File: config.mk
export PLATFORM = sky130hd
export DESIGN_NAME = range_tracker_flat
export DESIGN_NICKNAME = d
export VERILOG_FILES = /design/src/rtl/range_pkg.sv /design/src/rtl/range_tracker_if.sv /design/src/rtl/range_minmax.sv /design/src/rtl/range_tracker.sv /design/src/flat_wrapper.sv
export SDC_FILE = /design/constraint.sdc
export NUM_CORES = 1
export LEC_CHECK = 0
export ABC_AREA = 0
export CAP_MARGIN = 20
export CORE_MARGIN = 5
export CORE_UTILIZATION = 25
export CTS_BUF_LIST = sky130_fd_sc_hd__clkbuf_2
export CTS_CLUSTER_DIAMETER = 100
export CTS_CLUSTER_SIZE = 16
export DETAILED_ROUTE_END_ITERATION = 8
export DONT_BUFFER_PORTS = 1
export PLACE_DENSITY_LB_ADDON = 0.2
export SYNTH_ARGS = -nofsm -noshare
export SYNTH_HDL_FRONTEND = slang
export SYNTH_SLANG_ARGS = --single-unit
File: constraint.sdc
create_clock -name clock -period 4.38 [get_ports clock]
set_clock_uncertainty 0.1 [all_clocks]
set_input_delay 1.314 -clock clock [delete_from_list [all_inputs] [get_ports clock]]
set_output_delay 1.314 -clock clock [all_outputs]
set_load 0.05 [all_outputs]
File: src/rtl/range_pkg.sv
// range_pkg: shared state and statistic-select types for range_tracker
package range_pkg;
  typedef enum logic [1:0] {IDLE, TRACK, ERROR} state_t;
  typedef enum logic [1:0] {RANGE, MIN, MAX, MID} mode_t;
endpackage

File: src/rtl/range_tracker_if.sv
// range_tracker_if: measurement control and result bus for range_tracker
interface range_tracker_if #(parameter int WIDTH = 8, parameter int CNT_W = 8);
  logic go;
  logic finish;
  logic [1:0] mode;
  logic [WIDTH-1:0] data_in;
  logic [WIDTH-1:0] result;
  logic [CNT_W-1:0] sample_count;
  logic result_valid;
  logic busy;
  logic error;
  modport master (output go, finish, mode, data_in, input result, sample_count, result_valid, busy, error);
  modport slave (input go, finish, mode, data_in, output result, sample_count, result_valid, busy, error);
endinterface

File: src/rtl/range_minmax.sv
// range_minmax: fold one sample into a running unsigned min/max pair
module range_minmax #(parameter int WIDTH = 8) (
  input  logic [WIDTH-1:0] lo,
  input  logic [WIDTH-1:0] hi,
  input  logic [WIDTH-1:0] sample,
  output logic [WIDTH-1:0] new_lo,
  output logic [WIDTH-1:0] new_hi
);
  assign new_lo = sample < lo ? sample : lo;
  assign new_hi = sample > hi ? sample : hi;
endmodule

File: src/rtl/range_tracker.sv
// range_tracker: running min/max tracker reporting range, min, max or midpoint on finish
module range_tracker
  import range_pkg::*;
#(
  parameter int WIDTH = 8,
  parameter int CNT_W = 8
) (
  input logic clock,
  input logic reset,
  range_tracker_if.slave bus
);
  state_t state, state_n;
  mode_t mode_q;
  logic [WIDTH-1:0] lo_q, hi_q, new_lo, new_hi, stat;
  logic [CNT_W-1:0] cnt_q, cnt_inc;
  logic [WIDTH:0] sum;
  logic load, done;
  range_minmax #(.WIDTH(WIDTH)) u_minmax (
    .lo(lo_q),
    .hi(hi_q),
    .sample(bus.data_in),
    .new_lo(new_lo),
    .new_hi(new_hi)
  );
  assign cnt_inc = &cnt_q ? cnt_q : cnt_q + 1'b1;
  assign sum = {1'b0, new_lo} + {1'b0, new_hi};
  assign stat = mode_q == RANGE ? new_hi - new_lo :
                mode_q == MIN   ? new_lo :
                mode_q == MAX   ? new_hi : sum[WIDTH:1];
  assign load = bus.go && (state == ERROR || (state == IDLE && !bus.finish));
  assign done = state == TRACK && bus.finish;
  assign bus.busy = state == TRACK;
  assign bus.error = state == ERROR;
  // next state: finish wins over go in IDLE, go wins over finish in ERROR
  always_comb begin
    state_n = state;
    if (load) state_n = TRACK;
    else if (done) state_n = IDLE;
    else if (state == IDLE && bus.finish) state_n = ERROR;
  end
  // state, tracking registers and registered results
  always_ff @(posedge clock or posedge reset) begin
    if (reset) begin
      state <= IDLE;
      mode_q <= RANGE;
      lo_q <= '0;
      hi_q <= '0;
      cnt_q <= '0;
      bus.result <= '0;
      bus.sample_count <= '0;
      bus.result_valid <= 1'b0;
    end else begin
      state <= state_n;
      bus.result_valid <= done;
      if (load) begin
        mode_q <= mode_t'(bus.mode);
        lo_q <= bus.data_in;
        hi_q <= bus.data_in;
        cnt_q <= CNT_W'(1);
      end else if (state == TRACK && !bus.finish) begin
        lo_q <= new_lo;
        hi_q <= new_hi;
        cnt_q <= cnt_inc;
      end
      if (done) begin
        bus.result <= stat;
        bus.sample_count <= cnt_inc;
      end
    end
  end
endmodule

File: src/flat_wrapper.sv
// flat-port wrapper written by rule: the top's interface ports become plain ports
module range_tracker_flat import range_pkg::*;
#(
  parameter int WIDTH = 8,
  parameter int CNT_W = 8
)
  (clock, reset, bus_go, bus_finish, bus_mode, bus_data_in, bus_result, bus_sample_count, bus_result_valid, bus_busy, bus_error);
  range_tracker_if #(.WIDTH(WIDTH), .CNT_W(CNT_W)) bus_i ();
  input logic clock;
  input logic reset;
  input wire logic [$bits(bus_i.go)-1:0] bus_go;
  input wire logic [$bits(bus_i.finish)-1:0] bus_finish;
  input wire logic [$bits(bus_i.mode)-1:0] bus_mode;
  input wire logic [$bits(bus_i.data_in)-1:0] bus_data_in;
  output wire logic [$bits(bus_i.result)-1:0] bus_result;
  output wire logic [$bits(bus_i.sample_count)-1:0] bus_sample_count;
  output wire logic [$bits(bus_i.result_valid)-1:0] bus_result_valid;
  output wire logic [$bits(bus_i.busy)-1:0] bus_busy;
  output wire logic [$bits(bus_i.error)-1:0] bus_error;
  assign bus_i.go = bus_go;
  assign bus_i.finish = bus_finish;
  assign bus_i.mode = bus_mode;
  assign bus_i.data_in = bus_data_in;
  assign bus_result = bus_i.result;
  assign bus_sample_count = bus_i.sample_count;
  assign bus_result_valid = bus_i.result_valid;
  assign bus_busy = bus_i.busy;
  assign bus_error = bus_i.error;
  range_tracker #(.WIDTH(WIDTH), .CNT_W(CNT_W)) u_core (.clock(clock), .reset(reset), .bus(bus_i));
endmodule
==> results.json, run 1 <==
{
  "die_w_um": 125.1,
  "switching_share": 0.4843,
  "internal_power_mw": 1.869,
  "io_buffers": 0,
  "synth-xor-area-share": 0.03927,
  "endpoint_kind": "flip-flop",
  "final_nets": 457,
  "clock_sinks": 45,
  "synth-adder-area-share": 0.1269,
  "synth_cell_types": 49,
  "max_clock_freq_mhz": 237.1,
  "startpoint_type": "primary input",
  "ys_top_cells_by_area": "dfrtp_1 (34%), ha_1 (12%), o21ai_0 (5.9%), nand2_1 (5.7%), mux2_2 (4.4%)",
  "cts_tree": "done",
  "cts-root-buf": "clkbuf_2",
  "combPwrFrac": 0.694,
  "grt_antenna_before_repair": 2,
  "synth-seq-cells": 45,
  "final_area_mm2": 0.003961,
  "netlist_area_mm2": 0.003313,
  "grt_max_degree": 46,
  "num_vias": 2743,
  "htreeDepth": 2,
  "synth_edf_count": 0,
  "status": "complete, no violations",
  "grt_overflow_total": 0,
  "finalCritPeriodShare": 0.9630,
  "area.growth.synth_to_final_pct": 19.56,
  "synth_nets": 421,
  "firstDrtPassIters": 4,
  "track_usage": 0.1146,
  "ys_async_sr_fraction": 1.000,
  "slew_viol_final": 0,
  "p_per_area_mw_per_mm2": 915.1,
  "max-slew-margin-rel": 0.3419,
  "die_h_um": 125.1,
  "nFillCells": 1418,
  "numCtsBuffers": 5,
  "dieArea_mm2": 0.01566,
  "clockPowerShare": 0.057,
  "drv_cap": 0,
  "viasPerCell": 4.657,
  "netlist.area_leader.share": 0.3399,
  "crit_type": "in2reg",
  "timing.final.ws_setup_ps": 162.1,
  "final_util": 0.3015,
  "finalSetupTns_ps": 0,
  "place_ws_ps": -439.7,
  "ys.warnings.count": 0,
  "io_pins": 33,
  "yosys_most_used_dff": "dfrtp_1",
  "core_mm2": 0.01314,
  "drc": 0,
  "clock_latency_ps": 460,
  "min-delay-path-class": "reg2reg",
  "synth_top_family_by_area": "compound AO/OA/AOI/OAI gates",
  "ant_nets": 0,
  "layout.cells.non_filler": 589,
  "routed_wl_um": 8974,
  "synth_top_area_cell": "dfrtp_1",
  "rsz0062_at_grt": "false",
  "hp-start": "u_core.cnt_q[5]",
  "drive_above_1_share": 0.2287,
  "reg2reg_from": "u_core.hi_q[1]",
  "postPlaceCellArea_mm2": 0.003856,
  "gp_congestion": 0.7835,
  "sequentialPowerShare": 0.249,
  "power_leakage_nw": 1.760,
  "setup-violations-final": 0,
  "grt_pass1_wl_um": 14550,
  "routedWlPerCell_um": 15.24,
  "initial_core_util": 0.2522,
  "syn_inst": 374,
  "drt-initial-drc-count": 122,
  "fin_crit_ps": 4218,
  "synthMuxAreaShare": 0.08421,
  "startpoint": "bus_data_in[1]",
  "finalHoldViolations": 0,
  "dp.cells": 576,
  "syn_area_per_cell_um2": 8.859,
  "multi_input_area_mm2": 0.002097,
  "p_sw_mw": 1.755,
  "dpl.hpwl_um": 6808,
  "register_area_mm2": 0.001126,
  "cp.arrival_ps": 4520,
  "synth-simple-area-share": 0.1363,
  "ir_drop_mv": 0.2396,
  "fp-row-count": 42,
  "synth-compound-area-share": 0.2194,
  "grt_pass1_vias": 2701,
  "path_clk_slew_ps": 290,
  "clock_path_buffers": 2,
  "ys_seq_area_frac": 0.3399,
  "crit_required_ps": 4690,
  "worst_pin_slew_ps": 985.1,
  "cp_max_fo": 6
}
## power groups by stage
stage	sequential [mW]	clock, mW	combinational (mW)
after global placement	0.917	0	2.46
after floorplan	0.839	0	1.74
final	0.904	0.205	2.52
after detailed placement	0.920	0	2.48
after global routing	0.934	0.234	2.77
after CTS	0.910	0.220	2.49
## cells by family (layout without fill, tap and decap cells)
logic type / count (synthesis) / count (layout)
other cells: 0 / 2
simple gates: 100 / 100
mux: 23 / 23
flops: 45 / 45
compound gates: 112 / 112
buf+inv: 47 / 84
fa+ha+maj: 33 / 33
xor+xnor: 14 / 14
## flip-flops by register name, indices dropped and copies added (netlist names)
register                 count
u_core.bus.result            8
u_core.bus.sample_count      8
u_core.cnt_q                 8
u_core.hi_q                  8
u_core.lo_q                  8
u_core.mode_q                2
u_core.state                 2
u_core.bus.result_valid      1
## cells in the mapped netlist (2+ instances only)
| cell type | instances |
|---|---|
| mux4_2 | 2 |
| inv_1 | 28 |
| nor2_1 | 20 |
| nand2b_1 | 6 |
| nand2_1 | 50 |
| o22ai_1 | 5 |
| nor4_1 | 3 |
| ha_1 | 32 |
| nand4_1 | 5 |
| o31ai_1 | 4 |
| a31oi_1 | 6 |
| a211oi_1 | 4 |
| buf_2 | 2 |
| nor3_1 | 2 |
| o21ai_0 | 39 |
| nor2b_1 | 5 |
| o21bai_1 | 4 |
| inv_2 | 3 |
| o21a_1 | 9 |
| xnor2_1 | 9 |
| o211ai_1 | 2 |
| mux2i_1 | 6 |
| clkbuf_1 | 14 |
| a21o_1 | 6 |
| nand3_1 | 4 |
| xor2_1 | 4 |
| a211o_1 | 2 |
| a21oi_1 | 20 |
| mux2_2 | 13 |
| dfrtp_1 | 45 |
| mux2i_2 | 2 |
## worst paths after layout
check | slack [ps] | endpoint | depth (start not counted)
setup / recovery | 160 | u_core.bus.result[4] | 18
hold / removal | 490 | u_core.cnt_q[5] | 1
min in group asynchronous | 520 | u_core.bus.result_valid | 1
setup reg to reg | 470 | u_core.bus.result[4] | 19
max in group asynchronous | 3130 | u_core.hi_q[0] | 2
hold reg to reg | 490 | u_core.cnt_q[5] | 1
## metrics by stage
step / hold WS [ps] / power, mW
2_1_floorplan: 406.3 / 2.582
3_3_place_gp: 439.3 / 3.381
3_5_place_dp: 439.4 / 3.401
4_1_cts: 486.8 / 3.625
5_1_grt: 465.1 / 3.940
6_report: 485.1 / 3.625
## area by class of cell
cell class	instances	share of cell area
clock buffers	5	0.006317
diodes	2	0.001263
flip-flops and latches	45	0.2843
clock inverters	3	0.005370
multi-input cells	282	0.5294
repair buffers	45	0.08844
well taps	176	0.05559
inverters	31	0.02937
## layer usage
| metal | share of wire | wire, um | GRT usage |
|---|---|---|---|
| met1 | 0.49 | 4369 | 0.1505 |
| met2 | 0.45 | 4012 | 0.1787 |
| met4 | 0.024 | 211 | 0.04911 |
| met5 | 0 | 0 | 0 |
| met3 | 0.042 | 381 | 0.02942 |
## placed cells by master, fill, tap and decap left out, drive strengths merged, types with 5 or more instances in the layout
cell    instances
ha             32
nand2b          7
clkbuf          5
o21a            9
dfrtp          45
o21ai          39
mux2i           8
nor2b           5
nor2           20
o22ai           5
xnor2          10
a21o            6
nand2          50
nand4           5
a21oi          20
a31oi           6
buf            45
mux2           13
inv            32
o31ai           5
## worst max-delay path: stages
cell and delay (ps):
ha_4 190, nor2b_1 120, o211ai_1 210, a21oi_2 100, o32ai_4 340, nor2_2 80, a21oi_2 180, ha_2 230
inv_2 50, fa_2 380, a21o_1 200, a21oi_2 180, xor2_1 160, nor2_1 60, a211o_1 250, a21oi_2 140
a21oi_1 50, nor4_1 270
## repair_timing
item	4_1_cts	5_1_grt
endpoints found under the hold margin	0	0
hold buffers	0	0
setup buffers	0	2
endpoints found under the setup margin	0	1
resized for setup	0	4
No activity file was read; power rests on OpenSTA's default activity.
==> inputs of run 2 (changes only) <==
--- a/config.mk
+++ b/config.mk
@@ -8,13 +8,14 @@
 export ABC_AREA = 0
 export CAP_MARGIN = 20
 export CORE_MARGIN = 5
-export CORE_UTILIZATION = 25
+export CORE_UTILIZATION = 47
 export CTS_BUF_LIST = sky130_fd_sc_hd__clkbuf_2
 export CTS_CLUSTER_DIAMETER = 100
 export CTS_CLUSTER_SIZE = 16
 export DETAILED_ROUTE_END_ITERATION = 8
 export DONT_BUFFER_PORTS = 1
 export PLACE_DENSITY_LB_ADDON = 0.2
+export SLEW_MARGIN = 10
 export SYNTH_ARGS = -nofsm -noshare
 export SYNTH_HDL_FRONTEND = slang
 export SYNTH_SLANG_ARGS = --single-unit
==> run 2 against run 1 <==
Compared with the run above:
- hold slack lost 3.4 ps
- sequential share of layout area grew 0.84 points
- die area shrank 44%
- global-route usage grew 6.5 points
- register-to-register slack is essentially flat
- critical path type unchanged
- critical endpoint unchanged
- largest cell class unchanged
- highest routed layer unchanged
==> results.json, run 2 (synthesis gave the netlist of run 1 again) <==
{
  "grt_antenna_before_repair": 0,
  "cp_common_cell": "a21oi_2",
  "drive_above_1_share": 0.2291,
  "worst_pin_slew_ps": 1109,
  "htreeDepth": 2,
  "num_vias": 2768,
  "ant_nets": 0,
  "hold_end": "u_core.lo_q[6]",
  "postPlaceCellArea_mm2": 0.003711,
  "critPathTopFamily": "compound AO/OA/AOI/OAI gates",
  "max-slew-margin-rel": 0.2589,
  "diodes": 0,
  "setup-violations-final": 0,
  "r2r_cells": 20,
  "crit_type": "in2reg",
  "numCtsBuffers": 5,
  "reg2reg_from": "u_core.hi_q[1]",
  "fp-row-count": 30,
  "drt-initial-drc-count": 116,
  "endpoint_kind": "flip-flop",
  "cp_max_fo": 6,
  "viasPerCell": 5.514,
  "hp-start": "u_core.lo_q[6]",
  "clock_path_buffers": 2,
  "min-delay-path-class": "reg2reg",
  "finalCritPeriodShare": 0.9597,
  "grt_pass1_wl_um": 12670,
  "path_clk_slew_ps": 270,
  "dp.cells": 490,
  "holdPathStages": 2,
  "r2r_slack_ps": 480,
  "cts-root-buf": "clkbuf_2",
  "final_cell_mix": "nand2_1 (50), dfrtp_1 (45), o21ai_0 (38), buf_4 (38)",
  "dieArea_mm2": 0.008828,
  "core_mm2": 0.006832,
  "max_clock_freq_mhz": 237.9,
  "area.growth.synth_to_final_pct": 16.13,
  "final_nets": 452,
  "gp_congestion": 0.7992,
  "crit_required_ps": 4650,
  "firstDrtPassIters": 4,
  "die_w_um": 93.96,
  "io_pins": 33,
  "layout.cells.non_filler": 502,
  "slowest_delay_ps": 350,
  "clock_sinks": 45,
  "grt_max_degree": 46,
  "finalSetupTns_ps": 0,
  "final_area_mm2": 0.003847,
  "crit_path_cell_trace": "ha_4 -> nor2b_1 -> o211ai_1 -> a21oi_2 -> o32ai_2 -> buf_4 -> nor2_4 -> a21oi_4 -> ha_2 -> inv_2 -> fa_2 -> a21o_1 -> a21oi_2 -> xor2_1 -> nor2_1 -> a211o_1 -> a21oi_2 -> a21oi_1 -> nor4_1",
  "track_usage": 0.1801,
  "finalHoldViolations": 0,
  "routed_wl_um": 7633,
  "routedWlPerCell_um": 15.21,
  "slew_viol_final": 0,
  "grt_pass1_vias": 2542,
  "grt_overflow_total": 0,
  "register_area_mm2": 0.001126,
  "io_buffers": 0,
  "drc": 0,
  "dpl.hpwl_um": 5854,
  "status": "complete, no violations",
  "mostFrequentLayoutCell": "nand2_1",
  "clock_latency_ps": 440,
  "startpoint_type": "primary input",
  "fin_crit_ps": 4203,
  "postCtsHoldBufs": 0,
  "multi_input_area_mm2": 0.002118,
  "cp.buffers_inverters": 2,
  "die_h_um": 93.96,
  "nFillCells": 645,
  "cts_tree": "done",
  "cp.arrival_ps": 4470,
  "r2r_end": "u_core.bus.result[4]",
  "slowest_stage": "fa_2",
  "drv_cap": 0,
  "initial_core_util": 0.4850
}
==> run 2: tightest hold or removal path: cells and delay by family, from the launching register on <==
kind | cells | cell delay (ps)
compound gates | 1 | 80
flops | 1 | 430
buf+inv | 1 | 70
==> run 2: worst max-delay path by stage <==
| stage | start | slack [ps] | cells past startpoint | end |
|---|---|---|---|---|
| floorplan | bus_data_in[1] | -180 | 19 | u_core.bus.result[4] |
| global placement | bus_data_in[3] | -320 | 15 | u_core.bus.result[7] |
| detailed placement | bus_data_in[1] | -360 | 16 | u_core.bus.result[4] |
| CTS | bus_data_in[1] | 120 | 16 | u_core.bus.result[4] |
| global route | bus_data_in[1] | -30 | 19 | u_core.bus.result[4] |
| finish | bus_data_in[1] | 180 | 19 | u_core.bus.result[4] |
==> run 2: metrics by stage <==
stage                     hold WS (ps)  worst slack (ps)    util
after floorplan                  406.3            -180.2       -
final                            481.7             176.5  0.5632
after global routing             483.3            -31.56  0.5632
after detailed placement         439.7            -364.5  0.5432
after CTS                        485.1             117.2  0.5505
after global placement           431.4            -316.8  0.5432
==> run 2: layer usage <==
metal	global-route usage	wire length [um]
met3	0.03125	442
met1	0.2715	3874
met4	0.04934	112
met5	0	0
met2	0.2632	3203
==> run 2: area by class of cell <==
type | instances | area share
multi-input cells | 282 | 0.5506
flip-flops and latches | 45 | 0.2927
repair buffers | 40 | 0.08228
well taps | 96 | 0.03122
inverters | 31 | 0.03024
clock buffers | 5 | 0.006504
clock inverters | 3 | 0.006504
==> run 2: repair_timing <==
item                       4_1_cts  5_1_grt
resized for setup                0       11
hold endpoints to repair         0        0
buffers inserted                 0        3
setup endpoints to repair        0        3
Power of run 2 is not shown: default switching activity piles up to over one toggle a cycle in this logic, so the estimate is an artifact.
